### config.mk
export PLATFORM = sky130hd
export DESIGN_NAME = if_stage
export DESIGN_NICKNAME = d
export VERILOG_FILES = /design/src/rtl/if_stage.sv
export SDC_FILE = /design/constraint.sdc
export NUM_CORES = 1
export LEC_CHECK = 0
export ABC_AREA = 1
export CORE_ASPECT_RATIO = 0.5
export CORE_UTILIZATION = 56
export CTS_BUF_LIST = sky130_fd_sc_hd__clkbuf_2
export DETAILED_ROUTE_END_ITERATION = 7
export PLACE_DENSITY = 0.93
export SETUP_SLACK_MARGIN = 0.3
export SLEW_MARGIN = 20
export SYNTH_ARGS = -nofsm -noshare
export SYNTH_HDL_FRONTEND = slang
export SYNTH_SLANG_ARGS = --single-unit
### constraint.sdc
create_clock -name clk -period 4.3 [get_ports clk]
set_input_delay 0.86 -clock clk [delete_from_list [all_inputs] [get_ports clk]]
set_output_delay 0.86 -clock clk [all_outputs]
set_load 0.01 [all_outputs]
### src/rtl/if_stage.sv
// rtl/if_stage.sv - instruction-fetch stage driving the IF->ID bus (optional fetch counter: IF_PERF_CNT_EN)
module if_stage #(
    parameter logic [31:0] RESET_PC   = 32'h0000_0000,
    parameter int          FIFO_DEPTH = 2,
    parameter logic [31:0] NOP_INST   = 32'h0000_0013
) (
    input  logic        clk,
    input  logic        rst_n,
    output logic        imem_req,
    output logic [31:0] imem_addr,
    input  logic        imem_gnt,
    input  logic        imem_rvalid,
    input  logic [31:0] imem_rdata,
    input  logic        redirect_valid,
    input  logic [31:0] redirect_pc,
    input  logic        stall,
    output logic [63:0] if_id_bus_out,
    output logic [31:0] fetch_cnt
);
    localparam int AW = $clog2(FIFO_DEPTH);
    localparam int CW = AW + 1;
    localparam int OW = CW + 1;
    localparam logic [CW-1:0] DEPTH_C = CW'(FIFO_DEPTH);
    localparam logic [OW-1:0] DEPTH_O = OW'(FIFO_DEPTH);
    localparam logic [63:0]   BUBBLE  = {NOP_INST, 32'h0};

    typedef enum logic {S_RUN, S_DRAIN} state_e;

    state_e        state_q, state_d;
    logic [31:0]   pc_q, pc_d;
    logic [CW-1:0] inflight_q, inflight_d;
    logic [CW-1:0] drop_cnt_q, drop_cnt_d;
    logic [63:0]   bus_q, bus_d;

    // Buffered {inst,pc} words waiting for ID
    logic [63:0]   fifo_mem_q [FIFO_DEPTH];
    logic [CW-1:0] fifo_wr_q, fifo_wr_d, fifo_rd_q, fifo_rd_d;
    // Addresses of granted, not yet answered requests, in issue order
    logic [31:0]   pcq_mem_q [FIFO_DEPTH];
    logic [CW-1:0] pcq_wr_q, pcq_wr_d, pcq_rd_q, pcq_rd_d;

    logic [CW-1:0] fifo_count;
    logic [OW-1:0] occupancy;
    logic          fifo_empty, fifo_full;
    logic          grant, rsp_drop, rsp_accept, fifo_push, fifo_pop, load_valid;
    logic [63:0]   rsp_word;

    assign fifo_count = fifo_wr_q - fifo_rd_q;
    assign fifo_empty = (fifo_count == '0);
    assign fifo_full  = (fifo_count == DEPTH_C);
    assign occupancy  = {1'b0, inflight_q} + {1'b0, fifo_count};
    assign imem_req   = rst_n && !redirect_valid && (occupancy < DEPTH_O);
    assign imem_addr  = pc_q;
    assign grant      = imem_req && imem_gnt;
    assign rsp_drop   = imem_rvalid && (redirect_valid || (state_q == S_DRAIN));
    assign rsp_accept = imem_rvalid && !rsp_drop;
    assign rsp_word   = {imem_rdata, pcq_mem_q[pcq_rd_q[AW-1:0]]};
    assign fifo_pop   = !redirect_valid && !stall && !fifo_empty;
    assign fifo_push  = rsp_accept && (stall || !fifo_empty);

    // Next-state: pc, outstanding/drop counters, queues, output word, FSM
    always_comb begin
        pc_d       = pc_q;
        inflight_d = inflight_q + CW'(grant) - CW'(imem_rvalid);
        drop_cnt_d = drop_cnt_q;
        bus_d      = bus_q;
        load_valid = 1'b0;
        fifo_wr_d  = fifo_wr_q + CW'(fifo_push);
        fifo_rd_d  = fifo_rd_q + CW'(fifo_pop);
        pcq_wr_d   = pcq_wr_q + CW'(grant);
        pcq_rd_d   = pcq_rd_q + CW'(rsp_accept);
        if (grant) begin
            pc_d = pc_q + 32'd4;
        end
        if (redirect_valid) begin
            // Everything still in flight becomes stale; no grant can happen this cycle
            pc_d       = redirect_pc & 32'hFFFF_FFFC;
            drop_cnt_d = inflight_q - CW'(imem_rvalid);
            bus_d      = BUBBLE;
            fifo_wr_d  = '0;
            fifo_rd_d  = '0;
            pcq_wr_d   = '0;
            pcq_rd_d   = '0;
        end else begin
            if (rsp_drop) begin
                drop_cnt_d = drop_cnt_q - CW'(1);
            end
            if (!stall) begin
                if (!fifo_empty) begin
                    bus_d      = fifo_mem_q[fifo_rd_q[AW-1:0]];
                    load_valid = 1'b1;
                end else if (rsp_accept) begin
                    bus_d      = rsp_word;
                    load_valid = 1'b1;
                end else begin
                    bus_d      = BUBBLE;
                end
            end
        end
        state_d = (drop_cnt_d != '0) ? S_DRAIN : S_RUN;
    end

    // Control and datapath registers
    always_ff @(posedge clk) begin
        if (!rst_n) begin
            state_q    <= S_RUN;
            pc_q       <= RESET_PC;
            inflight_q <= '0;
            drop_cnt_q <= '0;
            bus_q      <= BUBBLE;
            fifo_wr_q  <= '0;
            fifo_rd_q  <= '0;
            pcq_wr_q   <= '0;
            pcq_rd_q   <= '0;
        end else begin
            state_q    <= state_d;
            pc_q       <= pc_d;
            inflight_q <= inflight_d;
            drop_cnt_q <= drop_cnt_d;
            bus_q      <= bus_d;
            fifo_wr_q  <= fifo_wr_d;
            fifo_rd_q  <= fifo_rd_d;
            pcq_wr_q   <= pcq_wr_d;
            pcq_rd_q   <= pcq_rd_d;
        end
    end

    // Queue storage writes (contents need no reset, pointers gate validity)
    always_ff @(posedge clk) begin
        if (fifo_push) begin
            fifo_mem_q[fifo_wr_q[AW-1:0]] <= rsp_word;
        end
        if (grant) begin
            pcq_mem_q[pcq_wr_q[AW-1:0]] <= pc_q;
        end
    end

    // The request capacity rule must make a full-FIFO push impossible
    always @(posedge clk) begin
        if (rst_n) begin
            assert (!(fifo_push && fifo_full && !fifo_pop));
        end
    end

    assign if_id_bus_out = bus_q;

`ifdef IF_PERF_CNT_EN
    logic [31:0] fetch_cnt_q;

    // Count words actually delivered to ID
    always_ff @(posedge clk) begin
        if (!rst_n) begin
            fetch_cnt_q <= 32'h0;
        end else if (load_valid) begin
            fetch_cnt_q <= fetch_cnt_q + 32'd1;
        end
    end

    assign fetch_cnt = fetch_cnt_q;
`else
    logic unused_load_valid;

    assign unused_load_valid = load_valid;
    assign fetch_cnt         = 32'h0;
`endif

endmodule

# == After elaboration in Yosys (flattened, before gate mapping) ==
# Memories as Yosys holds them, arrays and structs flattened. A register that Yosys moved wholly into a read port is not among the register bits.
# Index checks and enable logic that the tools add are counted.
# word_totals
reg_bits,109
ramBits,192
input_bits,70
out_inout_bits,129
n_memories,2
# memory_table
memory,words,word_bits,rd,rd_clocked_by_memory_dff,write_ports,line_no,rtl
fifo_mem_q,2,64,1,1,1,36,logic [63:0] fifo_mem_q [FIFO_DEPTH];
pcq_mem_q,2,32,1,1,1,39,logic [31:0] pcq_mem_q [FIFO_DEPTH];
# op_classes
n_addsub,11
magnitude_cmp,1
n_mux,13
bitwise,1
n_reduce_logical,18
# op_table
cell,n
2-to-1 mux 64 bit,2
2-to-1 mux 32 bit,2
adder 32 x 3 -> 32 bit (second input constant),1
adder 2 x 1 -> 2 bit,5
logical AND 1 bit,8
2-to-1 mux 1 bit,7
logical NOT 1 bit,4
2-to-1 mux 2 bit,2
nonzero test 2 bit,2
subtractor 2 x 1 -> 2 bit,2
adder 2 x 2 -> 3 bit,1
< comparator 3 x 2 -> 1 bit (second input constant),1
logical NOT 2 bit,1
logical OR 1 bit,2
OR reduction 2 bit,1
subtractor 2 x 1 -> 2 bit (second input constant),1
subtractor 2 bit,1
NOT 1 bit,1

# == Longest topological paths before layout ==
# Gate-level depths: netlist of the first run.
# logic_depth
ltp_word,7
mapped_depth,18

# == Worst setup path before layout of the first run ==
# No wires, ideal clock.
# synth_path
kind,input-to-reg
from,input redirect_valid
to,memory fifo_mem_q[1][10] (enable)
setup_time_ns,0.428
t_arrival_ns,3.374
t_required_ns,3.872
slack_ns,0.498
cell_stages,7
n_path_buf,2
path_cell_list,buf_4 -> nor2_2 -> nand2_2 -> clkbuf_1 -> or2_2 -> inv_1 -> ha_1
# synth_between
elab_chain_len,7
# synth_lines
element,line_no,rtl
start: declaration,14,"input logic redirect_valid,"
logical OR 1 bit,55,assign rsp_drop = imem_rvalid && (redirect_valid || (state_q == S_DRAIN));
logical AND 1 bit,55,
logical NOT 1 bit,56,assign rsp_accept = imem_rvalid && !rsp_drop;
logical AND 1 bit,56,
logical AND 1 bit,59,assign fifo_push = rsp_accept && (stall || !fifo_empty);
2-to-1 mux 1 bit,130,if (fifo_push) begin
2-to-1 mux 1 bit (not written as such),131,fifo_mem_q[fifo_wr_q[AW-1:0]] <= rsp_word;
end: declaration,36,
# Every way passes these cells.

# == Worst setup path after layout of the first run ==
# layout_path
from,register fifo_wr_q[0]
to,output imem_req
# layout_between
elab_chain_len,4
# layout_lines
element,line_no,rtl
start: declaration,37,"logic [CW-1:0] fifo_wr_q, fifo_wr_d, fifo_rd_q, fifo_rd_d;"
start signal: assignment,121,fifo_wr_q <= fifo_wr_d;
subtractor 2 bit,48,assign fifo_count = fifo_wr_q - fifo_rd_q;
adder 2 x 2 -> 3 bit,51,"assign occupancy = {1'b0, inflight_q} + {1'b0, fifo_count};"
< comparator 3 x 2 -> 1 bit,52,assign imem_req = rst_n && !redirect_valid && (occupancy < DEPTH_O);
logical AND 1 bit,52,
end: declaration,9,"output logic imem_req,"
# Every way passes these cells.

==> flow_metrics.py, run 1 <==
metrics = {
    "pwr": {
        "p_sw_share_pct": 27.8,
        "p_total_mw": 5.28,
        "clock_power_share_pct": 32.0,
        "power.density_mw_per_mm2": 339,
        "p_seq_share_pct": 58.2,
        "power_leakage_nw": 6.57,
        "power.share.combinational_pct": 9.8,
        "power.switching_mw": 1.46,
        "ir_drop_v": 0.000205,
        "p_int_mw": 3.81,
    },
    "global_routing": {
        "grt_usage_pct": 25.9,
        "grt.overflow.total": 0,
        "antenna_found_initial": 1,
        "met2_usage_pct": 42.8,
        "globalRoute.busiestLayer": "met2",
        "grt_pass1_vias": 10166,
        "grt_max_degree": 75,
        "grt_use_met3_pct": 4.77,
        "grt_first_pass_wirelength_um": 50300,
        "grtUsageMet1_pct": 33.8,
    },
    "placement": {
        "dpl.hpwl_um": 19200,
        "placed_cell_area_mm2": 0.0150,
        "port_buffers": 160,
        "dp.cells": 1831,
        "gp_congestion": 0.866,
    },
    "timing": {
        "hold_viol": 0,
        "relSlewSlack_pct": 38.6,
        "timing.setup.tns_ns": 0,
        "finalMaxSlewViolations": 0,
        "finalCritPeriodShare_pct": 88.1,
        "fmax_mhz": 264,
        "setup_viol": 0,
        "period_needed_ns": 3.79,
        "skew_ns": 0.146,
        "tightest_slew_ns": 0.921,
        "rsz0062_at_grt": "false",
    },
    "status": {
        "run_status": "finished, violations left",
        "violations": "design-rule violations",
    },
    "logic_synthesis": {
        "synthXorXnorAreaFrac_pct": 1.12,
        "synth.largest_area_cell": "edfxtp_1",
        "ys_ff_latch": 287,
        "synth_top_cells_by_count": "nand2_1 (286), inv_1 (206), edfxtp_1 (184), nand3_1 (152)",
        "synth_top_family_by_area": "simple AND/OR/NAND/NOR gates",
        "synth_compound_area_share_pct": 3.74,
        "synth_mux_area_share_pct": 5.31,
        "syn_inst": 1423,
        "synth_top_area_share_pct": 41.4,
        "synth.most_common_cell": "nand2_1",
        "async_flop_share_pct": 0,
        "yosys_most_used_dff": "edfxtp_1",
        "synth_area_leaders": "edfxtp_1 (41%), dfxtp_1 (15%), nand2_1 (8.0%)",
        "ys_warn_count": 0,
        "syn_area_mm2": 0.0133,
        "synth_edf_count": 184,
        "synthAdderAreaFrac_pct": 1.09,
        "synth-simple-area-share_pct": 21.1,
        "avgSynthCellArea_um2": 9.38,
        "ys_seq_area_share_pct": 56.8,
        "synth.distinct_cells": 43,
    },
    "drt": {
        "wl_um": 31400,
        "drt_iter0_drc": 1147,
        "route.vias.total": 10342,
        "first_pass_iters": 7,
        "viasPerCell": 5.31,
        "wl_per_cell_um": 16.1,
        "drc": 5,
        "ant_nets": 0,
    },
    "final_layout": {
        "final_area_mm2": 0.0156,
        "multiInputGateArea_mm2": 0.00446,
        "drive_gt1_share_pct": 13.6,
        "syn_to_final_growth_pct": 16.5,
        "fillers": 1669,
        "regArea_mm2": 0.00759,
        "fin_util_pct": 67.4,
        "final_cell_count_no_fill": 1947,
        "fin_nets": 1668,
    },
    "cts": {
        "cts.reportedPaths.clkPinSlew_ns": 0.13,
        "clk_latency_ns": 0.96,
        "cts_made_buffers": 61,
        "cts_max_path_buffers": 3,
        "post_cts_buffers": 0,
        "root_buffer": "clkbuf_2",
        "cts_max_level": 2,
        "cts_tree": "done",
        "clock_sinks": 287,
    },
    "setup_path": {
        "crit_fanout": 2,
        "crit_type": "reg -> out",
        "arrival_ns": 2.93,
        "regToRegEndpoint": "pcq_mem_q[0][24]$_DFFE_PP_",
        "worstSetupStartpointType": "flip-flop",
        "reg2reg_from": "fifo_wr_q[0]$_SDFF_PP0_",
        "regToRegSetupSlack_ns": 0.99,
        "crit_required_ns": 3.44,
        "reg2regPathDepth": 10,
        "endpoint_kind": "primary output",
    },
    "floorplanning": {
        "core_mm2": 0.0231,
        "pin_count": 199,
        "die_h_um": 111,
        "dieWidth_um": 220,
        "rows": 39,
        "start_util_pct": 57.8,
        "die_area_mm2": 0.0245,
    },
    "worst_hold_path": {
        "holdPathEnd": "imem_addr[8]$_SDFFE_PN0P_",
        "min_from": "redirect_pc[8]",
        "min_path_type": "in -> reg",
        "min_delay_path_depth": 3,
    },
    "run": {
        "drv_cap": 0,
    },
}
[cells in the final DEF (no fill, tap or decap), drive strengths merged]
cell,netlist,routed
diode,0,1
conb,1,36
xnor2,6,6
and3,1,1
o21bai,1,1
a31oi,6,6
nor3b,1,1
nor2,112,112
o211ai,1,1
nand3,152,152
clkinv,0,20
a211oi,1,1
o221ai,1,1
or2,4,4
dfxtp,103,103
and2,1,1
mux2i,1,1
clkdlybuf4s50,0,158
inv,215,215
nor3,2,2
nand4,60,60
nand2,294,294
mux2,62,62
a21oi,24,24
nand3b,1,1
o21ai,55,55
xor2,11,11
dlygate4sd2,0,1
fa,1,1
ha,10,10
clkbuf,33,95
edfxtp,184,184
buf,79,19
[area by class of cell]
cell class	instances	share of cell area, %
sequential	287	48.8
multi-input combinational	844	28.7
tap	307	2.47
timing repair buffer	178	11.2
antenna	1	0.0161
clock inverter	20	0.555
inverter	215	5.21
clock buffer	95	3.06
[cell families (layout without fill, tap and decap cells)]
group,count (synthesis),in the layout
other cells,1,37
mux,63,63
fa+ha+maj,11,11
buf+inv,327,508
simple gates,628,628
xor+xnor,17,17
flops,287,287
compound gates,89,89
[critical path, stage by stage, from the launching register on]
cell,delay [ns]
dfxtp_1,0.33
inv_1,0.12
ha_2,0.30
or2_2,0.31
fa_1,0.49
nand2_1,0.12
nor2_8,0.15
dlygate4sd2_1,0.27
[how the worst max path moves through the flow]
stage	from	endpoint	slack (ns)	depth (start not counted)
finish	fifo_wr_q[0]$_SDFF_PP0_	imem_req	0.51	7
global placement	redirect_valid	pcq_mem_q[0][24]$_DFFE_PP_	1.05	9
detailed placement	redirect_valid	pcq_mem_q[0][22]$_DFFE_PP_	0.96	9
floorplan	redirect_valid	fifo_mem_q[1][10]$_DFFE_PP_	0.50	7
CTS	fifo_wr_q[0]$_SDFF_PP0_	imem_req	0.41	7
global route	fifo_wr_q[0]$_SDFF_PP0_	imem_req	0.30	10
[timing repair]
action	in CTS	in global routing
gates resized for setup	1	0
hold buffers	0	0
endpoints found under the setup margin	1	0
[registers in the layout, indices dropped and copies added (netlist names)]
| name | count |
|---|---|
| inflight_q | 2 |
| imem_addr | 30 |
| fifo_wr_q | 2 |
| pcq_wr_q | 1 |
| drop_cnt_q | 2 |
| pcq_mem_q | 60 |
| if_id_bus_out | 62 |
| state_q | 1 |
| pcq_rd_q | 1 |
| fifo_mem_q | 124 |
| fifo_rd_q | 2 |
[per-stage QoR]
step,hold WS [ns],setup slack (ns)
detailed placement,0.487,0.960
global placement,0.475,1.05
floorplan,0.504,0.498
global route,0.463,0.303
CTS,0.424,0.412
finish,0.495,0.514
[per-layer routing]
metal	share of wire (%)	wire, um
met1	42	13100
met2	48	15000
met3	7.7	2430
met4	2.9	906
met5	0	0
[power groups by stage]
stage	Sequential, mW	Combinational, mW	Clock (mW)
after floorplan	3.12	0.320	0
after global placement	3.13	0.490	0
after detailed placement	3.13	0.508	0
after CTS	3.07	0.512	1.72
after global routing	3.08	0.565	1.85
final	3.07	0.516	1.69
No activity file was read; power rests on OpenSTA's default activity.
==> run 2: changes to the inputs <==
- CELL_PAD_IN_SITES_DETAIL_PLACEMENT: default -> 1
- CELL_PAD_IN_SITES_GLOBAL_PLACEMENT: default -> 2
- CORE_UTILIZATION: 56 -> 35
==> run 2 against run 1 <==
The run now ends clean. Global-route usage shrank 6.8 points. Critical endpoint unchanged. Critical path depth is the same. Combinational power grew 3.9%.
==> flow_metrics.py, run 2 (synthesis results as in run 1) <==
metrics = {
    "cts": {
        "root_buffer": "clkbuf_2",
        "cts_max_level": 3,
        "clock_sinks": 287,
        "cts_made_buffers": 74,
        "cts_max_path_buffers": 3,
        "clk_latency_ns": 0.90,
        "cts_tree": "done",
        "cts.reportedPaths.clkPinSlew_ns": 0.09,
    },
    "drt": {
        "viasPerCell": 4.81,
        "wl_per_cell_um": 17.3,
        "first_pass_iters": 5,
        "drc": 0,
        "ant_nets": 0,
        "drt_iter0_drc": 542,
        "route.vias.total": 10373,
        "wl_um": 37300,
    },
    "timing": {
        "worst_slack_ns": 0.576,
        "tightest_slew_ns": 0.974,
        "rsz0062_at_grt": "false",
        "setup_viol": 0,
        "hold_viol": 0,
        "finalMaxSlewViolations": 0,
        "timing.setup.tns_ns": 0,
        "skew_ns": 0.0649,
        "finalCritPeriodShare_pct": 86.6,
        "fmax_mhz": 269,
        "period_needed_ns": 3.72,
        "relSlewSlack_pct": 35.1,
    },
    "floorplanning": {
        "core_mm2": 0.0375,
        "die_area_mm2": 0.0390,
        "start_util_pct": 35.6,
        "die_h_um": 140,
        "rows": 50,
        "pin_count": 199,
        "dieWidth_um": 278,
    },
    "placement": {
        "dpl.hpwl_um": 23500,
        "placed_cell_area_mm2": 0.0152,
        "port_buffers": 160,
        "dpl_worst_slack_ns": 1.08,
        "gp_congestion": 0.779,
    },
    "global_routing": {
        "grt_pass1_vias": 10938,
        "antenna_found_initial": 2,
        "grt_max_degree": 67,
        "grt_first_pass_wirelength_um": 58700,
        "grt.overflow.total": 0,
        "grt_usage_pct": 19.1,
    },
    "worst_hold_path": {
        "min_from": "stall",
        "holdPathEnd": "if_id_bus_out[32]$_SDFFE_PP1N_",
        "min_delay_path_depth": 4,
        "min_path_type": "in -> reg",
    },
    "final_layout": {
        "fin_util_pct": 42.6,
        "syn_to_final_growth_pct": 19.7,
        "mostFrequentLayoutCells": "nand2_1 (285), inv_1 (206), edfxtp_1 (184)",
        "drive_gt1_share_pct": 15.3,
        "fin_nets": 1681,
        "final_area_mm2": 0.0160,
        "largest_register_ffs": 124,
        "final_common_cell": "nand2_1",
    },
    "setup_path": {
        "arrival_ns": 2.86,
        "crit_required_ns": 3.44,
        "regToRegSetupSlack_ns": 1.27,
        "regToRegEndpoint": "imem_addr[17]$_SDFFE_PN0P_",
        "path_cells": "inv_1 -> ha_2 -> or2_2 -> fa_1 -> nand2_2 -> nor2_8 -> clkdlybuf4s15_1",
        "slowest_delay_ns": 0.51,
        "crit_fanout": 2,
        "crit_type": "reg -> out",
        "cp_slowest_cell": "fa_1",
        "reg2regPathDepth": 13,
        "worstSetupStartpointType": "flip-flop",
        "reg2reg_from": "fifo_wr_q[0]$_SDFF_PP0_",
        "endpoint_kind": "primary output",
    },
    "pwr": {
        "power.density_mw_per_mm2": 352,
        "power_leakage_nw": 6.71,
        "p_int_mw": 4.08,
        "power.switching_mw": 1.55,
        "p_seq_share_pct": 54.6,
        "p_total_mw": 5.62,
        "ir_drop_v": 0.000116,
        "clock_power_share_pct": 35.9,
        "p_sw_share_pct": 27.5,
        "power.share.combinational_pct": 9.5,
    },
    "run": {
        "drv_cap": 0,
    },
    "status": {
        "run_status": "complete, no violations",
    },
}
-- run 2: power groups by stage --
stage                     sequential (mW)  combinational (mW)  clock, mW
after floorplan                      3.12               0.320          0
after global placement               3.13               0.521          0
after detailed placement             3.13               0.536          0
after CTS                            3.07               0.538       2.08
after global routing                 3.08               0.588       2.22
final                                3.07               0.536       2.02
-- run 2: stage by stage --
| stage | hold slack (ns) | cells |
|---|---|---|
| 6_report | 0.394 | 2158 |
| 5_1_grt | 0.332 | 2158 |
| 4_1_cts | 0.302 | 2156 |
| 3_5_place_dp | 0.477 | 2018 |
| 3_3_place_gp | 0.472 | 2018 |
| 2_1_floorplan | 0.504 | 1458 |
-- run 2: worst max-delay path by stage --
stage | startpoint | end | depth (start not counted)
6_report | fifo_wr_q[0]$_SDFF_PP0_ | imem_req | 7
5_1_grt | fifo_wr_q[0]$_SDFF_PP0_ | imem_req | 10
4_1_cts | fifo_wr_q[0]$_SDFF_PP0_ | imem_req | 7
3_5_place_dp | fifo_wr_q[0]$_SDFF_PP0_ | imem_req | 10
3_3_place_gp | imem_rvalid | fifo_mem_q[1][38]$_DFFE_PP_ | 6
2_1_floorplan | redirect_valid | fifo_mem_q[1][10]$_DFFE_PP_ | 7
-- run 2: critical path, delay by kind of cell, from the launching register on --
kind          cells  cell delay (ns)
simple gates      3             0.54
buf+inv           2             0.35
fa+ha+maj         2             0.81
flops             1             0.33
-- run 2: cell type report --
| type | count | area, um^2 |
|---|---|---|
| Fill cell | 4331 | 21500 |
| Multi-Input combinational cell | 844 | 4470 |
| Clock buffer | 122 | 611 |
| Sequential cell | 287 | 7590 |
| Inverter | 215 | 811 |
| Antenna cell | 2 | 5.00 |
| Clock inverter | 16 | 113 |
| Timing Repair Buffer | 178 | 1760 |
| Tap cell | 494 | 618 |
-- run 2: routing by layer --
layer | global-route usage (%) | vias to the layer above | share of wire, % | routed length [um]
li1 | - | 5000 | - | -
met5 | 0 | - | 0 | 0
met3 | 3.42 | 76 | 3.5 | 1310
met2 | 34.2 | 209 | 50 | 18800
met4 | 7.59 | 0 | 2.7 | 1020
met1 | 22.8 | 5088 | 43 | 16200
-- run 2: what timing repair did --
| item | 4_1_cts | 5_1_grt |
|---|---|---|
| hold buffers | 0 | 0 |
| setup endpoints to repair | 1 | 1 |
| resized for setup | 2 | 2 |
| setup buffers | 0 | 0 |
